`config.mk`:
```
export PLATFORM = sky130hd
export DESIGN_NAME = blur_controller
export DESIGN_NICKNAME = d
export VERILOG_FILES = /design/src/rtl/blur_controller.sv
export SDC_FILE = /design/constraint.sdc
export NUM_CORES = 1
export LEC_CHECK = 0
export CAP_MARGIN = 10
export CORE_ASPECT_RATIO = 1.5
export CORE_MARGIN = 1
export CORE_UTILIZATION = 60
export CTS_CLUSTER_DIAMETER = 200
export DETAILED_ROUTE_END_ITERATION = 6
export HOLD_SLACK_MARGIN = 0.03
export PLACE_DENSITY = 0.87
export REMOVE_ABC_BUFFERS = 1
export SLEW_MARGIN = 10
export SYNTH_ARGS = -nofsm -noshare
export SYNTH_HDL_FRONTEND = slang
export SYNTH_SLANG_ARGS = --single-unit
```
`constraint.sdc`:
```
create_clock -name clk_in -period 17.4 [get_ports clk_in]
set_clock_uncertainty 0.15 [all_clocks]
set_input_delay 1.74 -clock clk_in [delete_from_list [all_inputs] [get_ports clk_in]]
set_output_delay 1.74 -clock clk_in [all_outputs]
set_load 0.005 [all_outputs]
```
`src/rtl/blur_controller.sv`:
```
// rtl/blur_controller.sv - 3x3 window fetch and write-back sequencer for a BRAM-backed image blur
// Define BLUR_CTRL_ZERO_PAD_EN to capture 0 for out-of-image window slots instead of clamped edge pixels.
module blur_controller #(
    parameter int WIDTH  = 8,
    parameter int IMG_W  = 64,
    parameter int IMG_H  = 64,
    parameter int ADDR_W = $clog2(IMG_W * IMG_H)
) (
    input  logic                 clk_in,
    input  logic                 rst_in,
    input  logic                 start_in,
    output logic                 busy_out,
    output logic                 done_out,
    output logic [ADDR_W-1:0]    rd_addr_out,
    input  logic [WIDTH-1:0]     rd_data_in,
    output logic [3*WIDTH-1:0]   r0_data_out,
    output logic [3*WIDTH-1:0]   r1_data_out,
    output logic [3*WIDTH-1:0]   r2_data_out,
    output logic                 gauss_valid_out,
    input  logic [WIDTH-1:0]     gauss_data_in,
    input  logic                 gauss_valid_in,
    output logic [ADDR_W-1:0]    wr_addr_out,
    output logic [WIDTH-1:0]     wr_data_out,
    output logic                 wr_en_out
);
    localparam int XW = (IMG_W > 1) ? $clog2(IMG_W) : 1;
    localparam int YW = (IMG_H > 1) ? $clog2(IMG_H) : 1;
    localparam logic [ADDR_W:0] TOTAL_CNT = (ADDR_W + 1)'(IMG_W * IMG_H);

    typedef enum logic [2:0] {IDLE, FETCH, WAIT, EMIT, DRAIN} state_t;

    state_t            state;
    logic [XW-1:0]     px, nx;
    logic [YW-1:0]     py, ny;
    logic [3:0]        tap;
    logic              wait_cnt;
    logic [ADDR_W:0]   wr_cnt;
    logic              v_d1, v_d2;
    logic [3:0]        tap_d1, tap_d2;
    logic [WIDTH-1:0]  win [9];
    logic [WIDTH-1:0]  win_next [9];
    logic [WIDTH-1:0]  cap_data;
    logic [ADDR_W-1:0] nxt_addr;
    logic              last_px;
    logic              wr_accept;
    int                bx, by, tt, ux, uy, cx, cy;
`ifdef BLUR_CTRL_ZERO_PAD_EN
    logic              nxt_oob, oob_cur, oob_d1, oob_d2;
`endif

    // Address of the next tap to issue: (0,0) on start, next tap mid-fetch, or tap 0 of the next pixel.
    always_comb begin
        last_px = (px == XW'(IMG_W - 1)) && (py == YW'(IMG_H - 1));
        if (px == XW'(IMG_W - 1)) begin
            nx = '0;
            ny = py + YW'(1);
        end else begin
            nx = px + XW'(1);
            ny = py;
        end
        case (state)
            IDLE:    begin bx = 0;         by = 0;         tt = 0;            end
            FETCH:   begin bx = int'(px);  by = int'(py);  tt = int'(tap) + 1; end
            default: begin bx = int'(nx);  by = int'(ny);  tt = 0;            end
        endcase
        ux = bx + (tt % 3) - 1;
        uy = by + (tt / 3) - 1;
        cx = (ux < 0) ? 0 : ((ux > IMG_W - 1) ? IMG_W - 1 : ux);
        cy = (uy < 0) ? 0 : ((uy > IMG_H - 1) ? IMG_H - 1 : uy);
        nxt_addr = ADDR_W'(cy * IMG_W + cx);
`ifdef BLUR_CTRL_ZERO_PAD_EN
        nxt_oob = (ux != cx) || (uy != cy);
`endif
    end

`ifdef BLUR_CTRL_ZERO_PAD_EN
    assign cap_data = oob_d2 ? '0 : rd_data_in;
`else
    assign cap_data = rd_data_in;
`endif

    always_comb begin
        for (int i = 0; i < 9; i++) win_next[i] = win[i];
        if (v_d2) win_next[tap_d2] = cap_data;
    end

    // Writes bypass the FSM so results landing during a later fetch are never lost.
    assign wr_accept   = gauss_valid_in && (state != IDLE) && !rst_in;
    assign wr_en_out   = wr_accept;
    assign wr_data_out = wr_accept ? gauss_data_in : '0;
    assign wr_addr_out = rst_in ? '0 : wr_cnt[ADDR_W-1:0];

    always_ff @(posedge clk_in) begin
        if (rst_in) begin
            state           <= IDLE;
            px              <= '0;
            py              <= '0;
            tap             <= '0;
            wait_cnt        <= 1'b0;
            wr_cnt          <= '0;
            v_d1            <= 1'b0;
            v_d2            <= 1'b0;
            tap_d1          <= '0;
            tap_d2          <= '0;
            busy_out        <= 1'b0;
            done_out        <= 1'b0;
            gauss_valid_out <= 1'b0;
            rd_addr_out     <= '0;
            r0_data_out     <= '0;
            r1_data_out     <= '0;
            r2_data_out     <= '0;
            for (int i = 0; i < 9; i++) win[i] <= '0;
`ifdef BLUR_CTRL_ZERO_PAD_EN
            oob_cur         <= 1'b0;
            oob_d1          <= 1'b0;
            oob_d2          <= 1'b0;
`endif
        end else begin
            done_out        <= 1'b0;
            gauss_valid_out <= 1'b0;
            v_d1            <= (state == FETCH);
            tap_d1          <= tap;
            v_d2            <= v_d1;
            tap_d2          <= tap_d1;
`ifdef BLUR_CTRL_ZERO_PAD_EN
            oob_d1          <= oob_cur;
            oob_d2          <= oob_d1;
`endif
            for (int i = 0; i < 9; i++) win[i] <= win_next[i];
            if (wr_accept) wr_cnt <= wr_cnt + 1'b1;
            if (done_out) busy_out <= 1'b0;

            case (state)
                IDLE: begin
                    if (start_in) begin
                        state       <= FETCH;
                        busy_out    <= 1'b1;
                        px          <= '0;
                        py          <= '0;
                        tap         <= '0;
                        wr_cnt      <= '0;
                        rd_addr_out <= nxt_addr;
`ifdef BLUR_CTRL_ZERO_PAD_EN
                        oob_cur     <= nxt_oob;
`endif
                    end
                end
                FETCH: begin
                    if (tap == 4'd8) begin
                        state    <= WAIT;
                        wait_cnt <= 1'b0;
                    end else begin
                        tap         <= tap + 4'd1;
                        rd_addr_out <= nxt_addr;
`ifdef BLUR_CTRL_ZERO_PAD_EN
                        oob_cur     <= nxt_oob;
`endif
                    end
                end
                WAIT: begin
                    if (wait_cnt) begin
                        // Last tap lands on this edge, so rows are built from win_next.
                        state           <= EMIT;
                        gauss_valid_out <= 1'b1;
                        r0_data_out     <= {win_next[0], win_next[1], win_next[2]};
                        r1_data_out     <= {win_next[3], win_next[4], win_next[5]};
                        r2_data_out     <= {win_next[6], win_next[7], win_next[8]};
                    end else begin
                        wait_cnt <= 1'b1;
                    end
                end
                EMIT: begin
                    if (last_px) begin
                        state <= DRAIN;
                    end else begin
                        state       <= FETCH;
                        px          <= nx;
                        py          <= ny;
                        tap         <= '0;
                        rd_addr_out <= nxt_addr;
`ifdef BLUR_CTRL_ZERO_PAD_EN
                        oob_cur     <= nxt_oob;
`endif
                    end
                end
                DRAIN: begin
                    if (wr_cnt == TOTAL_CNT) begin
                        done_out <= 1'b1;
                        state    <= IDLE;
                    end
                end
                default: state <= IDLE;
            endcase
        end
    end
endmodule

```
==> out/qor.yml, run 1 <==
synth_area_sq_um: 11100
final_max_slew_viol_count: 0
tightest_slew_ps: 1120
layout-drive-gt1-share_pct: 4.81
synth_edf_count: 0
ant_nets: 0
ys_seq_elements: 202
synth_flop_cell: "dfxtp_1"
tns_ps: 0
r2r_slack_ps: 8290
die_area_sq_um: 19100
vias: 9919
grt_pass1_wl_um: 45500
violations: "DRC"
finalPower_w: 0.00103
synth_top_area_share_pct: 36.3
slowest_stage: "a21oi_1"
drtIter0Drc: 639
worstSkewPairLatency_ps: 480
slew_headroom_pct: 25.2
r2r_end: "rd_addr_out[4]"
drt_wl_total_um: 28100
drc_errors: 7
powerDensity_nw_per_um2: 78.7
yosysSeqAreaShare_pct: 36.3
grt_overflow: 0
clock.fmax_ghz: 0.110
max_stage_delay_ps: 650
htree_levels: 1
clock-root-buffer: "clkbuf_16"
dieWidth_um: 113
avgViaCountPerCell: 6.00
critPathCaptureType: "flip-flop"
hold-worst-slack_ps: 295
antennaDiodeCount: 0
period_share_pct: 52.4
critPathLaunchType: "flip-flop"
clkTransAtPathRegs_ps: 60
p_leak_nw: 5.42
dpl_cell_area_sq_um: 12400
cts_sinks: 202
synth_cell_types: 80
antenna_found_initial: 0
max-vdd-ir-drop_mv: 0.0762
timing.final.setup_violations: 0
yosys_warnings: 0
min_path_type: "reg -> reg"
cts_buffer_depth: 3
ff2ff_path_depth: 30
outcome: "complete, but fails checks"
fp.coreArea_sq_um: 18000
synth.area.top_cells: "dfxtp_1 (36%), nor2_1 (7.9%), mux2i_1 (7.2%), ha_1 (6.9%), a211oi_1 (5.1%)"
syn_to_final_growth_pct: 17.7
post-route-cell-area_sq_um: 13100
io_pins: 128
cp.required_ps: 17610
syn_inst: 1355
drt_first_pass_iters: 7
hold_start: "tap_d1[2]"
async_flop_share_pct: 0
gr-usage-all-layers_pct: 29.1
start_util_pct: 61.8
path_class: "reg -> reg"
maxCapViolations: 0
fp.dieH_um: 169
avgSynthCellArea_sq_um: 8.22
min_period_ps: 9110
utilization_pct: 72.7
mostFrequentLayoutCell: "nor2_1"
timing.rr.start: "state[1]"
yosysTopAreaCell: "dfxtp_1"
grt_use_met3_pct: 2.43
grt_max_degree: 117
nets: 1506
crit_top_cell: "ha_1"
top_usage_layer: "met2"
min_to: "tap_d2[2]"
arrival_ps: 9330
rows: 60
place.gp.congestion: 0.972
hold_path_depth: 1
crit_fanout: 19
postCtsHoldBufs: 0
use_met2_pct: 53.8
final_cell_mix: "nor2_1 (233), dfxtp_1 (202), clkdlybuf4s50_1 (126)"
cts_made_buffers: 20
cts_tree: "built"
postCtsSetupRepairBufs: 0
portBuffers: 127
finalHoldViolations: 0
detail_route.wl_per_cell_um: 17.0
dp_hpwl_um: 19900
rsz0062_at_grt: "false"
grt_pass1_vias: 9522
use_met1_pct: 33.5
post_cts_resized: 0
## cell usage after synthesis (all sizes together) (3+ instances only)
cell type,n
a211oi,78
a21o,23
a21oi,89
a221o,6
a22oi,6
a31oi,11
a32oi,6
and2,12
and3,19
buf,31
clkbuf,62
dfxtp,202
fa,3
ha,61
inv,70
mux2,3
mux2i,80
nand2,67
nand2b,14
nand3,21
nand3b,6
nand4,12
nor2,234
nor2b,26
nor3,26
nor3b,9
nor4,6
nor4b,3
o2111ai,4
o211ai,5
o21a,7
o21ai,49
o21bai,6
o31a,3
o31ai,7
or2,6
or3,11
xnor2,21
xor2,15
## how the worst max path moves through the flow
stage | start | to | slack, ps | cells after the start
2_1_floorplan | state[1] | rd_addr_out[0] | 9530 | 30
3_3_place_gp | state[1] | rd_addr_out[3] | 8770 | 30
3_5_place_dp | state[1] | rd_addr_out[4] | 8420 | 30
4_1_cts | state[1] | rd_addr_out[4] | 8370 | 30
5_1_grt | state[1] | rd_addr_out[4] | 7730 | 30
6_report | state[1] | rd_addr_out[4] | 8290 | 30
## cells by family after synthesis
| family | count (synthesis) | share of synthesized area [%] |
|---|---|---|
| buffers and inverters | 163 | 5.61 |
| adder cells (fa/ha/maj) | 64 | 7.39 |
| flip-flops | 202 | 36.3 |
| multiplexers | 83 | 7.50 |
| XOR/XNOR | 36 | 2.83 |
| AO/OA/AOI/OAI | 326 | 20.2 |
| AND/OR/NAND/NOR | 479 | 20.1 |
| other | 2 | 0.0675 |
## power breakdown
| group | internal (W) | switching [W] | leakage, nW |
|---|---|---|---|
| combinational | 0.0000433 | 0.0000542 | 3.44 |
| sequential | 0.000468 | 0.00000420 | 1.63 |
| clock | 0.000280 | 0.000181 | 0.349 |
## cell type report
| type | count | area (sq um) |
|---|---|---|
| tap | 217 | 272 |
| sequential | 202 | 4040 |
| clock inverter | 10 | 146 |
| fill | 1350 | 4910 |
| timing repair buffer | 134 | 1330 |
| clock buffer | 25 | 571 |
| multi-input combinational | 994 | 6480 |
| inverter | 70 | 263 |
## worst max-delay path: cells and delay by family (launching register included)
| kind | cells | cell delay, ps |
|---|---|---|
| muxes | 1 | 290 |
| and+or+nand+nor | 10 | 3150 |
| buffers and inverters | 2 | 110 |
| DFF | 1 | 420 |
| xor gates and xnor gates | 1 | 150 |
| adders and majority gates | 6 | 1650 |
| AOI/OAI and AO/OA | 10 | 3050 |
## state kept, by name, indices dropped and copies added, names as in the netlist, 6 cells and up
| signal | flops |
|---|---|
| r1_data_out | 24 |
| win | 72 |
| px | 6 |
| rd_addr_out | 12 |
| py | 6 |
| r2_data_out | 24 |
| r0_data_out | 24 |
| wr_cnt | 13 |
## per-stage QoR
| step | worst slack (ps) | instances |
|---|---|---|
| 3_3_place_gp | 8770 | 1617 |
| 3_5_place_dp | 8420 | 1617 |
| 5_1_grt | 7730 | 1652 |
| 6_report | 8290 | 1652 |
| 2_1_floorplan | 9530 | 1266 |
| 4_1_cts | 8370 | 1652 |
## per-layer routing
| layer | wire length [um] | vias to the layer above |
|---|---|---|
| li1 | - | 4875 |
| met2 | 14400 | 337 |
| met3 | 1240 | 75 |
| met5 | 0 | - |
| met4 | 1160 | 0 |
| met1 | 11200 | 4632 |
(Power assumes the default switching activity.)
==> run 2: changes to the inputs <==
CORE_UTILIZATION = 57   (was 60)
PLACE_DENSITY = 0.83   (was 0.87)
clock period = 8.7 ns   (was 17.4 ns; I/O delays follow)
==> run 2 against run 1 <==
  * Clock power increased by 76%
  * First-iteration DRC count increased by 20%
  * Hold slack got worse by 4.7 ps
  * Largest power group unchanged
  * The run now ends clean
  * Sequential power increased by 100%
  * Sequential share of layout area decreased by 0.062 points
  * Power increased by 89%
  * Highest routed layer unchanged
  * Critical endpoint is now rd_addr_out[1]
  * Clock-buffer cell count unchanged
  * Core utilization decreased by 4.2 points
  * Setup slack got worse by 7800 ps
==> out/qor.yml, run 2 (synthesis gave the netlist of run 1 again) <==
outcome: "finished, final reports clean"
arrival_ps: 8430  # -900 ps
clkTransAtPathRegs_ps: 70  # about the same
slew_headroom_pct: 30.2  # +5.0 points
finalPower_w: 0.00195  # +89%
final_max_slew_viol_count: 0  # unchanged
utilization_pct: 68.5  # -4.2 points
drtIter0Drc: 765  # +20%
mostFrequentLayoutCell: "nor2_1"
die_area_sq_um: 20100  # +5.2%
p_leak_nw: 5.40  # -0.25%
hold-worst-slack_ps: 290  # -4.72 ps
clock.fmax_ghz: 0.122  # +11%
grt_pass1_wl_um: 44700  # -1.8%
critPathLaunchType: "flip-flop"
cts_sinks: 202  # unchanged
detail_route.wl_per_cell_um: 16.2  # -4.6%
place_inst: 1665  # +3.0%
tightest_slew_ps: 1050  # -74.4 ps
io_pins: 128  # unchanged
fp.coreArea_sq_um: 19200  # +6.3%
finalHoldViolations: 0  # unchanged
postCtsSetupRepairBufs: 0  # unchanged
worstSkewPairLatency_ps: 490  # about the same
cts_tree: "built"
start_util_pct: 58.1  # -3.7 points
timing.final.setup_violations: 0  # unchanged
regMostFlops: "win"
rows: 62  # +3.3%
path_class: "reg -> reg"
fillCellCount: 1594  # +18%
period_share_pct: 94.6  # +42 points
nets: 1514  # +0.53%
drt_wl_total_um: 27500  # -1.9%
powerDensity_nw_per_um2: 149  # +89%
min_path_type: "reg -> reg"
cp.required_ps: 8900  # -8710 ps
grt_overflow: 0  # unchanged
avgViaCountPerCell: 5.79  # -3.6%
fp.dieH_um: 173  # +2.6%
htree_levels: 1  # unchanged
vias: 9832  # -0.88%
drt_first_pass_iters: 5  # -2
ant_nets: 0  # unchanged
largest_reg_flops: 72  # unchanged
max-vdd-ir-drop_mv: 0.156  # +100%
seq_area_sq_um: 4040  # unchanged
max_stage_delay_ps: 560  # -90 ps
dieWidth_um: 116  # +2.6%
gr-usage-all-layers_pct: 27.2  # -1.9 points
place.gp.congestion: 0.939  # -3.4%
syn_to_final_growth_pct: 17.9
layout-drive-gt1-share_pct: 5.41  # +0.60 points
antennaDiodeCount: 0  # unchanged
clock-root-buffer: "clkbuf_16"
crit_fanout: 15  # -4
multi_input_area_sq_um: 6490  # +0.14%
maxCapViolations: 0  # unchanged
dp_hpwl_um: 19900  # about the same
crit_top_cell: "ha_1"
antenna_found_initial: 0  # unchanged
grt_pass1_vias: 9260  # -2.8%
drc_errors: 0  # -7
grt_max_degree: 110  # -6.0%
portBuffers: 127  # unchanged
stdcell_count: 1699  # +2.8%
cts_buffer_depth: 3  # unchanged
min_period_ps: 8230  # -884 ps
slowest_stage: "or4_1"
cts_made_buffers: 19  # -5.0%
final_cell_mix: "nor2_1 (233), dfxtp_1 (202), clkdlybuf4s50_1 (126)"
critPathCaptureType: "flip-flop"
-- run 2: changes by cell type in the layout (fill, tap and decap cells not counted), sizes merged --
cell    delta
buf        +9
inv        -2
bufinv     -2
clkinv     +3
-- run 2: layer usage --
layer	GRT usage (%)	part of all wire [%]	vias up
met5	0	0	-
met4	9.94	3.1	0
met3	3.47	4.2	58
met2	50.0	52	249
met1	31.3	41	4630
li1	-	-	4895
-- run 2: repair_timing --
| action | CTS | global route |
|---|---|---|
| hold buffers | 0 | 0 |
| setup endpoints to repair | 0 | 6 |
| gates resized for setup | 0 | 3 |
-- run 2: through the flow --
step                TNS (ps)  area, sq um  setup WS [ps]
floorplan                  0        10800            834
global placement           0        12500            730
detailed placement         0        12500            466
CTS                        0        13100            429
global route            -120        13100          -42.7
finish                     0        13100            470
-- run 2: report_power, final --
part           switching (W)  internal, W
Sequential        0.00000863     0.000936
Combinational       0.000106    0.0000875
Clock               0.000351     0.000463
-- run 2: path summary, 6_finish.rpt --
kind / start / endpoint / slack, ps / depth (start not counted)
worst min register to register: v_d1 / v_d2 / 290 / 1
worst min-delay path: v_d1 / v_d2 / 290 / 1
worst max register to register: tap[0] / rd_addr_out[1] / 470 / 34
worst max-delay path: tap[0] / rd_addr_out[1] / 470 / 34
-- run 2: worst max-delay path: cells and delay by family, from the launching register on --
family                   cells  cell delay (ps)
AO/OA/AOI/OAI               13             2740
adder cells (fa/ha/maj)      6             1590
buffers and inverters        1               60
flip-flops                   1              510
AND/OR/NAND/NOR             14             3030
-- run 2: final cells by class --
cell class	count	area share (%)
clock inverters	9	0.686
flip-flops and latches	202	30.8
clock buffers	25	4.02
inverters	70	2.00
repair buffers	143	10.6
well taps	256	2.44
multi-input cells	994	49.4
==> run 3: changes to the inputs <==
CTS_CLUSTER_DIAMETER = 80   (was 200)
==> results of run 3 <==
Final layout, timing and power as in run 2 (identical DEF).
==> edit, RTL diff (settings of run 2) <==
The 5 states of `state_t` get a Gray code encoding in 3 bits.
--- a/src/rtl/blur_controller.sv
+++ b/src/rtl/blur_controller.sv
@@ -27,7 +27,7 @@
     localparam int YW = (IMG_H > 1) ? $clog2(IMG_H) : 1;
     localparam logic [ADDR_W:0] TOTAL_CNT = (ADDR_W + 1)'(IMG_W * IMG_H);
 
-    typedef enum logic [2:0] {IDLE, FETCH, WAIT, EMIT, DRAIN} state_t;
+    typedef enum logic [2:0] {IDLE = 3'b000, FETCH = 3'b001, WAIT = 3'b011, EMIT = 3'b010, DRAIN = 3'b110} state_t;
 
     state_t            state;
     logic [XW-1:0]     px, nx;
Behaviour: same outputs for any inputs over 10 cycles, from zero or initial values and one cycle with rst_in high; not proved beyond that.
==> edit against run 2 <==
Utilization up 1.6 points; setup slack worse by 0.17 ns; area after synthesis up 4.3%; first-iteration DRC count down 5.9%; design area up 6.1%; synthesized cell count up 2.9%; routed wire length up 11%; critical path depth up 1; worst hold slack better by 0.017 ns; final cell count up 4.4%; power up 5.1%; fmax down 2.0%; sequential cell count unchanged.
==> edit: results (changes against run 2) <==
| Stage | Item | This run | vs run 2 |
|:---|:---|:---|:---|
| hold path | Cell depth of the worst min-delay path | 2 | +1 |
| routing | Initial DRC Count | 720 | -5.9% |
| sta | Hold slack | 0.307 ns | +0.0167 ns |
| setup path | Highest-delay cell along the critical path | o41a_4 |  |
| setup path | Worst R2R Path Depth | 35 | +2.9% |
| hold path | Class of the most critical hold timing path | flip-flop to flip-flop |  |
| cells and area | Final net count | 1585 | +4.7% |
| yosys | Synth top area cells | dfxtp_1 (35%), nor2_1 (7.9%), mux2i_1 (7.3%) |  |
| setup path | Worst R2R Start | tap[1] |  |
| grt | Global-route wire length before repair | 48600 um | +8.7% |
| yosys | Post-synthesis cell type count | 91 | +14% |
| sta | Actual slew at the worst max-slew pin | 1.07 ns | +0.0212 ns |
| cells and area | Fraction of final layout cells sized beyond drive strength 1 | 8.72% | +3.3 points |
| pwr | Leakage power summed over all cells | 5.73 nW | +6.1% |
| yosys | Ys async rst share | 0% | unchanged |
| place | DPL Wire Length | 22100 um | +11% |
| cts | Cell at the root of the clock tree | clkbuf_16 |  |
| run status | Run status | completed |  |
| yosys | Syn. warnings | 0 | unchanged |
| setup path | R2R Path End | rd_addr_out[0] |  |
| setup path | Minimum setup slack among reg-to-reg paths | 0.30 ns | -0.17 ns |
| place | Final GP Congestion | 0.985 | +4.9% |
| pwr | Worst vdd rail ir drop | 0.168 mV | +7.6% |
| hold path | Worst hold start | rd_addr_out[1] |  |
| grt | Total global-route track usage | 28.1% | +0.90 points |
| cells and area | Register with the highest flop count | win |  |
| setup path | Data arrival time of the worst path | 8.62 ns | +0.19 ns |
| routing | Via count | 10.6k | +7.7% |
| yosys | Commonest cells in the synthesized netlist | nor2_1 (245), dfxtp_1 (202), mux2i_1 (85) |  |
| hold path | Hold worst-path end | rd_addr_out[1] |  |
| routing | Average detailed-routed wire length per instance | 17.2 um | +6.1% |
| grt | Via count of the first global-routing pass | 9953 | +7.5% |
| place | Placement-stage cell area | 0.0131 sq mm | +5.0% |
| setup path | Slowest Stage Delay on Critical Path | 0.53 ns | -0.03 ns |
| cts | Depth of the CTS H-tree | 1 | unchanged |
| cts | Clock Path Buffers | 3 | unchanged |
| setup path | Largest fanout on the critical path | 8 | -7 |
| grt | Initial antenna violation count | 0 | unchanged |
| cells and area | Flip-flop count of the largest register after layout | 72 | unchanged |
| pwr | Switching power total | 0.531 mW | +14% |
| yosys | Sequential element share of the synthesized area | 34.8% | -1.5 points |
| cts | Clock transition at path regs | 0.06 ns |  |
==> edit: layout make-up <==
class | instances | area (sq um)
well taps | 260 | 325
clock buffers | 25 | 518
flip-flops and latches | 202 | 4050
clock inverters | 9 | 87.6
fillers | 1534 | 5940
repair buffers | 169 | 1590
inverters | 67 | 251
multi-input cells | 1041 | 7110
==> edit: worst max-delay path, delay by kind of cell (launching register included) <==
family / cells / cell delay, ns
compound gates: 12 / 3.19
xor+xnor: 4 / 0.58
fa+ha+maj: 6 / 1.47
buf+inv: 2 / 0.23
flops: 1 / 0.37
simple gates: 11 / 2.27
==> edit: power by group through the flow <==
stage	Combinational [mW]	Clock (mW)	Sequential (mW)
after floorplan	0.163	0	0.969
after global placement	0.269	0	0.966
after detailed placement	0.274	0	0.967
after CTS	0.279	0.822	0.946
after global routing	0.320	0.859	0.947
final	0.294	0.812	0.946
==> edit: how the worst max path moves through the flow <==
stage	startpoint	endpoint	slack [ns]
after CTS	tap[1]	rd_addr_out[2]	0.0002
after detailed placement	tap[1]	rd_addr_out[0]	-0.16
after global routing	tap[1]	rd_addr_out[5]	-0.10
final	tap[1]	rd_addr_out[0]	0.30
after global placement	tap[1]	rd_addr_out[4]	0.15
after floorplan	tap[0]	rd_addr_out[0]	0.10
==> edit: timing repair <==
| item | in CTS | in global routing |
|---|---|---|
| setup buffers | 2 | 7 |
| pin swaps | 1 | 11 |
| hold buffers | 0 | 0 |
| gates cloned | 0 | 0 |
| resized for setup | 4 | 27 |
| endpoints found under the setup margin | 6 | 6 |
==> edit: routing by layer <==
metal | routed length (um) | global-route usage (%) | part of all wire [%]
met5 | 0 | 0 | 0
met4 | 1170 | 11.2 | 3.8
met3 | 1310 | 2.45 | 4.3
met2 | 15900 | 54.1 | 52
met1 | 12100 | 31.5 | 40
==> edit: metrics by stage <==
stage / cells / setup slack [ns] / setup TNS, ns / util, %
after floorplan: 1310 / 0.100 / 0 / -
after global placement: 1730 / 0.153 / 0 / 66.1
after detailed placement: 1730 / -0.163 / -0.902 / 66.1
after CTS: 1766 / 0.000171 / 0 / 69.3
after global routing: 1773 / -0.104 / -0.387 / 70.1
final: 1773 / 0.304 / 0 / 70.1
==> edit: cells by family (layout without fill, tap and decap cells) <==
family / after synthesis / in the layout / share of synthesized area, %
and+or+nand+nor: 485 / 485 / 20.4
AOI/OAI and AO/OA: 359 / 359 / 21.7
DFF: 202 / 202 / 34.8
buffers and inverters: 155 / 270 / 5.19
muxes: 86 / 86 / 7.45
adders and majority gates: 65 / 65 / 7.20
xor gates and xnor gates: 40 / 40 / 3.21
other: 2 / 6 / 0.0647
